===== src/rtl/cnn_pkg.sv =====
// Shared helpers for the convolution datapath: safe bit-width sizing and
// window-geometry arithmetic used by the window generator and the layer controller.
package cnn_pkg;

  function automatic int clog2_safe(input int value);
    return (value <= 1) ? 1 : $clog2(value);
  endfunction

  function automatic int windows_per_frame(input int img_width, input int img_height,
                                           input int win_size, input int stride);
    return ((img_width - win_size) / stride + 1) * ((img_height - win_size) / stride + 1);
  endfunction

  // Coordinate of the last stride-aligned window anchor along one axis.
  function automatic int last_aligned(input int extent, input int win_size, input int stride);
    return win_size - 1 + ((extent - win_size) / stride) * stride;
  endfunction

endpackage


===== src/rtl/window_line_buffer_if.sv =====
// Pixel-stream input and parallel-window output of the sliding-window generator.
interface window_line_buffer_if
  import cnn_pkg::*;
#(
  parameter int DATA_WIDTH = 8,
  parameter int IMG_WIDTH  = 28,
  parameter int IMG_HEIGHT = 28,
  parameter int WIN_SIZE   = 3
) ();

  localparam int CW = clog2_safe(IMG_WIDTH);
  localparam int RW = clog2_safe(IMG_HEIGHT);

  logic                                    sof;
  logic [DATA_WIDTH-1:0]                   pixel_in;
  logic                                    pixel_valid;
  logic [DATA_WIDTH*WIN_SIZE*WIN_SIZE-1:0] window_out;
  logic                                    window_valid;
  logic                                    frame_done;
  logic [RW-1:0]                           row_idx;
  logic [CW-1:0]                           col_idx;

  modport master (
    output sof, pixel_in, pixel_valid,
    input  window_out, window_valid, frame_done, row_idx, col_idx
  );

  modport slave (
    input  sof, pixel_in, pixel_valid,
    output window_out, window_valid, frame_done, row_idx, col_idx
  );

endinterface


===== src/rtl/line_delay.sv =====
// Full-row pixel delay: circular RAM of DEPTH entries sharing one wrapping
// read/write pointer, so q is the sample written DEPTH enabled cycles ago.
module line_delay
  import cnn_pkg::*;
#(
  parameter int DATA_WIDTH = 8,
  parameter int DEPTH      = 28
) (
  input  logic                  clock,
  input  logic                  reset,
  input  logic                  en,
  input  logic [DATA_WIDTH-1:0] d,
  output logic [DATA_WIDTH-1:0] q
);

  localparam int PW = clog2_safe(DEPTH);

  logic [DATA_WIDTH-1:0] mem_q [DEPTH];
  logic [DATA_WIDTH-1:0] mem_d [DEPTH];
  logic [PW-1:0]         ptr_q, ptr_d;

  // NOTE: every signal written here gets its default first, so no path leaves it unassigned and no latch is inferred.
  always_comb begin
    mem_d = mem_q;
    ptr_d = ptr_q;
    if (en) begin
      mem_d[ptr_q] = d;
      ptr_d        = (ptr_q == PW'(DEPTH - 1)) ? '0 : ptr_q + 1'b1;
    end
  end

  // NOTE: the storage is cleared by reset because stale rows must read back as zero; this keeps it in flops, not a RAM macro.
  always_ff @(posedge clock or posedge reset) begin
    if (reset) begin
      mem_q <= '{default: '0};
      ptr_q <= '0;
    end else begin
      // NOTE: non-blocking assignments so every flop samples pre-edge values regardless of statement order.
      mem_q <= mem_d;
      ptr_q <= ptr_d;
    end
  end

  assign q = mem_q[ptr_q];

endmodule


===== src/rtl/window_line_buffer.sv =====
// Sliding WIN_SIZE x WIN_SIZE window generator over a raster pixel stream, with
// WIN_SIZE-1 row delays, stride decimation and frame-position tracking.
module window_line_buffer
  import cnn_pkg::*;
#(
  parameter int DATA_WIDTH = 8,
  parameter int IMG_WIDTH  = 28,
  parameter int IMG_HEIGHT = 28,
  parameter int WIN_SIZE   = 3,
  parameter int STRIDE     = 1
) (
  input  logic               clock,
  input  logic               reset,
  window_line_buffer_if.slave bus
);

  localparam int CW       = clog2_safe(IMG_WIDTH);
  localparam int RW       = clog2_safe(IMG_HEIGHT);
  localparam int PW       = clog2_safe(STRIDE);
  localparam int WW       = DATA_WIDTH * WIN_SIZE * WIN_SIZE;
  localparam int LAST_COL = last_aligned(IMG_WIDTH, WIN_SIZE, STRIDE);
  localparam int LAST_ROW = last_aligned(IMG_HEIGHT, WIN_SIZE, STRIDE);

  typedef logic [DATA_WIDTH-1:0] pixel_t;

  pixel_t ld_in  [WIN_SIZE-1];
  pixel_t ld_out [WIN_SIZE-1];

  // The newest row feeds the top delay; each delay output feeds the next-older one.
  for (genvar k = 0; k < WIN_SIZE - 1; k++) begin : g_line
    if (k == WIN_SIZE - 2) begin : g_newest
      assign ld_in[k] = bus.pixel_in;
    end else begin : g_older
      assign ld_in[k] = ld_out[k+1];
    end
    line_delay #(
      .DATA_WIDTH (DATA_WIDTH),
      .DEPTH      (IMG_WIDTH)
    ) u_line_delay (
      .clock (clock),
      .reset (reset),
      .en    (bus.pixel_valid),
      .d     (ld_in[k]),
      .q     (ld_out[k])
    );
  end

  pixel_t        shift_q [WIN_SIZE][WIN_SIZE];
  pixel_t        shift_d [WIN_SIZE][WIN_SIZE];
  logic [WW-1:0] window_q, window_d;
  logic          window_valid_q, window_valid_d;
  logic          frame_done_q, frame_done_d;
  logic [CW-1:0] col_q, col_d, col_idx_q, col_idx_d;
  logic [RW-1:0] row_q, row_d, row_idx_q, row_idx_d;
  logic [PW-1:0] col_phase_q, col_phase_d, row_phase_q, row_phase_d;

  logic [CW-1:0] eff_col;
  logic [RW-1:0] eff_row;
  logic [PW-1:0] cur_col_phase, cur_row_phase;
  logic          col_active, row_active, row_end;

  // sof overrides the running counters so this pixel is treated as (0,0).
  assign eff_col       = bus.sof ? '0 : col_q;
  assign eff_row       = bus.sof ? '0 : row_q;
  assign col_active    = (eff_col >= CW'(WIN_SIZE - 1));
  assign row_active    = (eff_row >= RW'(WIN_SIZE - 1));
  assign row_end       = (eff_col == CW'(IMG_WIDTH - 1));
  assign cur_col_phase = (eff_col == CW'(WIN_SIZE - 1)) ? '0 : col_phase_q;
  assign cur_row_phase = (eff_row == RW'(WIN_SIZE - 1)) ? '0 : row_phase_q;

  always_comb begin
    shift_d        = shift_q;
    window_d       = window_q;
    window_valid_d = 1'b0;
    frame_done_d   = 1'b0;
    col_d          = col_q;
    row_d          = row_q;
    col_idx_d      = col_idx_q;
    row_idx_d      = row_idx_q;
    col_phase_d    = col_phase_q;
    row_phase_d    = row_phase_q;

    if (bus.pixel_valid) begin
      for (int r = 0; r < WIN_SIZE; r++) begin
        for (int c = 0; c < WIN_SIZE - 1; c++) begin
          shift_d[r][c] = shift_q[r][c+1];
        end
      end
      for (int r = 0; r < WIN_SIZE - 1; r++) begin
        shift_d[r][WIN_SIZE-1] = ld_out[r];
      end
      shift_d[WIN_SIZE-1][WIN_SIZE-1] = bus.pixel_in;

      if (row_end) begin
        col_d = '0;
        row_d = (eff_row == RW'(IMG_HEIGHT - 1)) ? '0 : eff_row + 1'b1;
      end else begin
        col_d = eff_col + 1'b1;
        row_d = eff_row;
      end

      if (col_active) begin
        col_phase_d = (cur_col_phase == PW'(STRIDE - 1)) ? '0 : cur_col_phase + 1'b1;
      end
      if (row_active && row_end) begin
        row_phase_d = (cur_row_phase == PW'(STRIDE - 1)) ? '0 : cur_row_phase + 1'b1;
      end

      // Columns left over from the previous row are excluded by col_active.
      if (col_active && row_active && cur_col_phase == '0 && cur_row_phase == '0) begin
        window_valid_d = 1'b1;
        frame_done_d   = (eff_col == CW'(LAST_COL)) && (eff_row == RW'(LAST_ROW));
        col_idx_d      = eff_col;
        row_idx_d      = eff_row;
        for (int r = 0; r < WIN_SIZE; r++) begin
          for (int c = 0; c < WIN_SIZE; c++) begin
            window_d[(r*WIN_SIZE+c)*DATA_WIDTH +: DATA_WIDTH] = shift_d[r][c];
          end
        end
      end
    end
  end

  always_ff @(posedge clock or posedge reset) begin
    if (reset) begin
      shift_q        <= '{default: '0};
      window_q       <= '0;
      window_valid_q <= 1'b0;
      frame_done_q   <= 1'b0;
      col_q          <= '0;
      row_q          <= '0;
      col_idx_q      <= '0;
      row_idx_q      <= '0;
      col_phase_q    <= '0;
      row_phase_q    <= '0;
    end else begin
      shift_q        <= shift_d;
      window_q       <= window_d;
      window_valid_q <= window_valid_d;
      frame_done_q   <= frame_done_d;
      col_q          <= col_d;
      row_q          <= row_d;
      col_idx_q      <= col_idx_d;
      row_idx_q      <= row_idx_d;
      col_phase_q    <= col_phase_d;
      row_phase_q    <= row_phase_d;
    end
  end

  assign bus.window_out   = window_q;
  assign bus.window_valid = window_valid_q;
  assign bus.frame_done   = frame_done_q;
  assign bus.row_idx      = row_idx_q;
  assign bus.col_idx      = col_idx_q;

endmodule

===== src/flat_wrapper.sv =====
// flat-port wrapper written by rule: the top's interface ports become plain ports
module window_line_buffer_flat import cnn_pkg::*;
#(
  parameter int DATA_WIDTH = 8,
  parameter int IMG_WIDTH  = 28,
  parameter int IMG_HEIGHT = 28,
  parameter int WIN_SIZE   = 3,
  parameter int STRIDE     = 1
)
  (clock, reset, bus_sof, bus_pixel_in, bus_pixel_valid, bus_window_out, bus_window_valid, bus_frame_done, bus_row_idx, bus_col_idx);
  window_line_buffer_if #(.DATA_WIDTH(DATA_WIDTH), .IMG_WIDTH(IMG_WIDTH), .IMG_HEIGHT(IMG_HEIGHT), .WIN_SIZE(WIN_SIZE)) bus_i ();
  input  logic clock;
  input  logic reset;
  input wire logic [$bits(bus_i.sof)-1:0] bus_sof;
  input wire logic [$bits(bus_i.pixel_in)-1:0] bus_pixel_in;
  input wire logic [$bits(bus_i.pixel_valid)-1:0] bus_pixel_valid;
  output wire logic [$bits(bus_i.window_out)-1:0] bus_window_out;
  output wire logic [$bits(bus_i.window_valid)-1:0] bus_window_valid;
  output wire logic [$bits(bus_i.frame_done)-1:0] bus_frame_done;
  output wire logic [$bits(bus_i.row_idx)-1:0] bus_row_idx;
  output wire logic [$bits(bus_i.col_idx)-1:0] bus_col_idx;
  assign bus_i.sof = bus_sof;
  assign bus_i.pixel_in = bus_pixel_in;
  assign bus_i.pixel_valid = bus_pixel_valid;
  assign bus_window_out = bus_i.window_out;
  assign bus_window_valid = bus_i.window_valid;
  assign bus_frame_done = bus_i.frame_done;
  assign bus_row_idx = bus_i.row_idx;
  assign bus_col_idx = bus_i.col_idx;
  window_line_buffer #(.DATA_WIDTH(DATA_WIDTH), .IMG_WIDTH(IMG_WIDTH), .IMG_HEIGHT(IMG_HEIGHT), .WIN_SIZE(WIN_SIZE), .STRIDE(STRIDE)) u_core (.clock(clock), .reset(reset), .bus(bus_i));
endmodule

===== config.mk =====
export PLATFORM = sky130hd
export DESIGN_NAME = window_line_buffer_flat
export DESIGN_NICKNAME = d
export VERILOG_FILES = /design/src/rtl/cnn_pkg.sv /design/src/rtl/window_line_buffer_if.sv /design/src/rtl/line_delay.sv /design/src/rtl/window_line_buffer.sv /design/src/flat_wrapper.sv
export SDC_FILE = /design/constraint.sdc
export NUM_CORES = 1
export LEC_CHECK = 0
export CAP_MARGIN = 20
export CORE_UTILIZATION = 30
export CTS_CLUSTER_SIZE = 25
export DETAILED_ROUTE_END_ITERATION = 10
export PLACE_DENSITY_LB_ADDON = 0.12
export SYNTH_ARGS = -nofsm -noshare
export SYNTH_HDL_FRONTEND = slang
export SYNTH_SLANG_ARGS = --single-unit

===== constraint.sdc =====
create_clock -name clock -period 23.1 [get_ports clock]
set_input_delay 4.62 -clock clock [delete_from_list [all_inputs] [get_ports clock]]
set_output_delay 4.62 -clock clock [all_outputs]
set_load 0.03 [all_outputs]

==> metrics.txt <==
Fin. Hold Viols=0; most frequent cells after synthesis=dfrtp_1 (600), nand2_1 (422), mux2_2 (267), mux2i_1 (174), o21ai_1 (145); Worst EP required=23,760 ps; asr flop ratio synth=100.0%; final wirelength=73.73 mm; largest net degree at the start of global routing=122; Core Region=88,650 µm²; share of layout cells above drive strength 1=20.54%; Yosys top cell by area=dfrtp_1; post-route setup TNS=0 ps; Peak supply drop=0.07441 mV; critical path arrival=8210 ps; setup violators final=0; final design utilization=35.18%; Clock transition at path regs=50 ps; IO Port Bufs=95; Hold Path Class=flip-flop to flip-flop; RSZ-0062 raised after global routing=false; crit-path max FO=121; clk_lat worst skew=610 ps; most used cell, CP=buf_4; num rows=109; # fillers=8,821; initial core utilization=30.37%; chip width=301.6 µm; initial drt markers=873; DR DRC count=2; Synth warnings=0; max-slew violation count=0; ant diodes=0; H-tree depth=3; register share of total power=37.7%; Max-cap violations=0; grt ovf=0; critical path type=primary input to asynchronous set/reset pin; # nets final=2,401; Die H=301.6 µm; Psw=1.732 mW; 1st-pass router iterations=8; Post-CTS Setup Inserts=0; Crit. End Element=asynchronous set/reset pin; Slew HR=30.57%; Seq. cell area=15,020 µm²; Vias=17,720; CTS tree=done; PnR worst setup slack=15,550 ps; Avg Inst Size Synth=11.48 µm²; cell count after synthesis=2,346; DP Worst Slack=14,770 ps; Distinct cells, synth=67; global-route wire length before repair=116.1 mm; number of synthesized flops with an enable pin=0; Worst-Margin Slew=1042 ps; Max Freq=132.5 MHz; DP HPWL=46.80 mm; Syn Std Cell Area=26,920 µm²; Clock Tree Root=clkbuf_16; multi-input combinational cell area=11,120 µm²; Leak Pwr=13.91 nW; clock tree buffer depth=3; clock power share=24.3%; most frequent cell after synthesis=dfrtp_1; Setup Skew=19.57 ps; GP Congestion=0.7555; Cell Count, Final, Fillers Out=3,594; Crit-path slowest cell=buf_4; top cell type's share of synthesized area=55.77%; DRT antenna net count=0; vias in the first global route=18,630; DIE AREA=90,950 µm²; Combinational Power Share=37.9%; clk sinks=600; outcome=finished, violations left; # placed instances=3,466; Power Internal=2.778 mW; synth-to-layout area growth=15.82%; crit path time final=7547 ps; Ports=96; failing checks=DRC; drt wl/cell=20.52 µm; top_reg_cell synth=dfrtp_1; top post-synthesis cells by area=dfrtp_1 (56%), mux2_2 (11%), mux2i_1 (6.5%); Net Sw Frac=38.40%; Num CTS Buffers=72; CP Launch Type=primary input; FF+latch count, synth=600; syn_nets=2,370; initial antenna violation count=0; CTS resizes=0; Tcrit/Tclk final=32.67%; sequential-to-total area share from yosys stat=55.77%; CP peak stage delay=800 ps; All-Layer GR Usage=16.57%; CTS Hold Bufs=0; crit-path cells=clkdlybuf4s50_1 > inv_8 > buf_4 > buf_4 > buf_4; Cell Pwr Density=144.6 nW/µm²; via-per-instance ratio=4.929
==> per-stage QoR <==
step | total power, mW | hold slack [ps] | area, µm²
floorplan | 2.832 | 434.8 | 26920
detailed placement | 3.463 | 453.9 | 28880
CTS | 4.589 | 442.3 | 31160
finish | 4.510 | 451.9 | 31180
global route | 4.789 | 489.0 | 31180
global placement | 3.426 | 450.9 | 28880
==> power groups by stage <==
stage	clock [mW]	combinational (mW)	sequential, mW
final	1.10	1.71	1.70
after global routing	1.18	1.85	1.76
after CTS	1.14	1.74	1.71
after detailed placement	0	1.74	1.72
after global placement	0	1.72	1.71
after floorplan	0	1.09	1.74
==> path summary, 6_finish.rpt <==
check	from	end	slack, ps	cells after the start
max	reset	u_core.g_line[0].u_line_delay.mem_q[137]	15550	5
min	u_core.shift_q[34]	u_core.bus.window_out[26]	450	2
max reg2reg	u_core.g_line[0].u_line_delay.ptr_q[1]	u_core.bus.window_out[23]	18800	7
min reg2reg	u_core.shift_q[34]	u_core.bus.window_out[26]	450	2
max in group clock	bus_sof	u_core.bus.window_out[16]	15620	9
min in group asynchronous	reset	u_core.bus.window_out[18]	4530	2
==> flip-flops by register name (all words and copies together) (netlist names) <==
register and flops:
u_core.bus.window_out 72, u_core.row_q 5, u_core.bus.col_idx 5, u_core.g_line.u_line_delay.mem_q 448
u_core.shift_q 48, u_core.col_q 5, u_core.bus.window_valid 1, u_core.g_line.u_line_delay.ptr_q 10
u_core.bus.row_idx 5, u_core.bus.frame_done 1
==> layer usage <==
layer	up-vias	wire (µm)	global-route usage [%]
met4	0	1597	4.533
met5	-	0	0
met3	90	2159	2.435
li1	8356	-	-
met2	233	35750	27.60
met1	9037	34230	22.37
==> cells by family (layout without fill, tap and decap cells) <==
| kind of cell | Yosys count | in the layout | synth area share (%) |
|---|---|---|---|
| flip-flops | 600 | 600 | 55.77 |
| adder cells (fa/ha/maj) | 12 | 12 | 0.5577 |
| AO/OA/AOI/OAI | 359 | 359 | 7.710 |
| buffers and inverters | 190 | 273 | 3.132 |
| multiplexers | 493 | 493 | 21.12 |
| XOR/XNOR | 3 | 3 | 0.09761 |
| AND/OR/NAND/NOR | 689 | 689 | 11.61 |
==> critical path: cells and delay by family <==
kind     cells  cell delay, ps
buf+inv      5            3290
==> final cells by class <==
cell class | instances | share of cell area [%]
multi-input cells | 1556 | 35.65
repair buffers | 134 | 3.976
flip-flops and latches | 600 | 48.18
well taps | 1165 | 4.674
inverters | 13 | 0.1806
clock buffers | 110 | 6.909
clock inverters | 16 | 0.4333
==> cell usage in the layout, fill, tap and decap left out, drive strengths merged, types with 4 or more instances in the layout <==
master,count
a211oi,9
a21oi,23
a22oi,26
a31oi,30
and2,11
and3,32
buf,40
clkbuf,111
clkdlybuf4s50,93
clkinv,12
dfrtp,600
ha,12
inv,16
mux2,298
mux2i,174
mux4,21
nand2,422
nand2b,15
nand3,32
nand4,6
nand4b,5
nand4bb,4
nor2,86
nor2b,18
nor3,9
nor4,14
o21ai,200
o22ai,45
o31ai,4
o32ai,4
or4,7
or4b,7
Note: power is estimated with default switching activity, not from simulation.
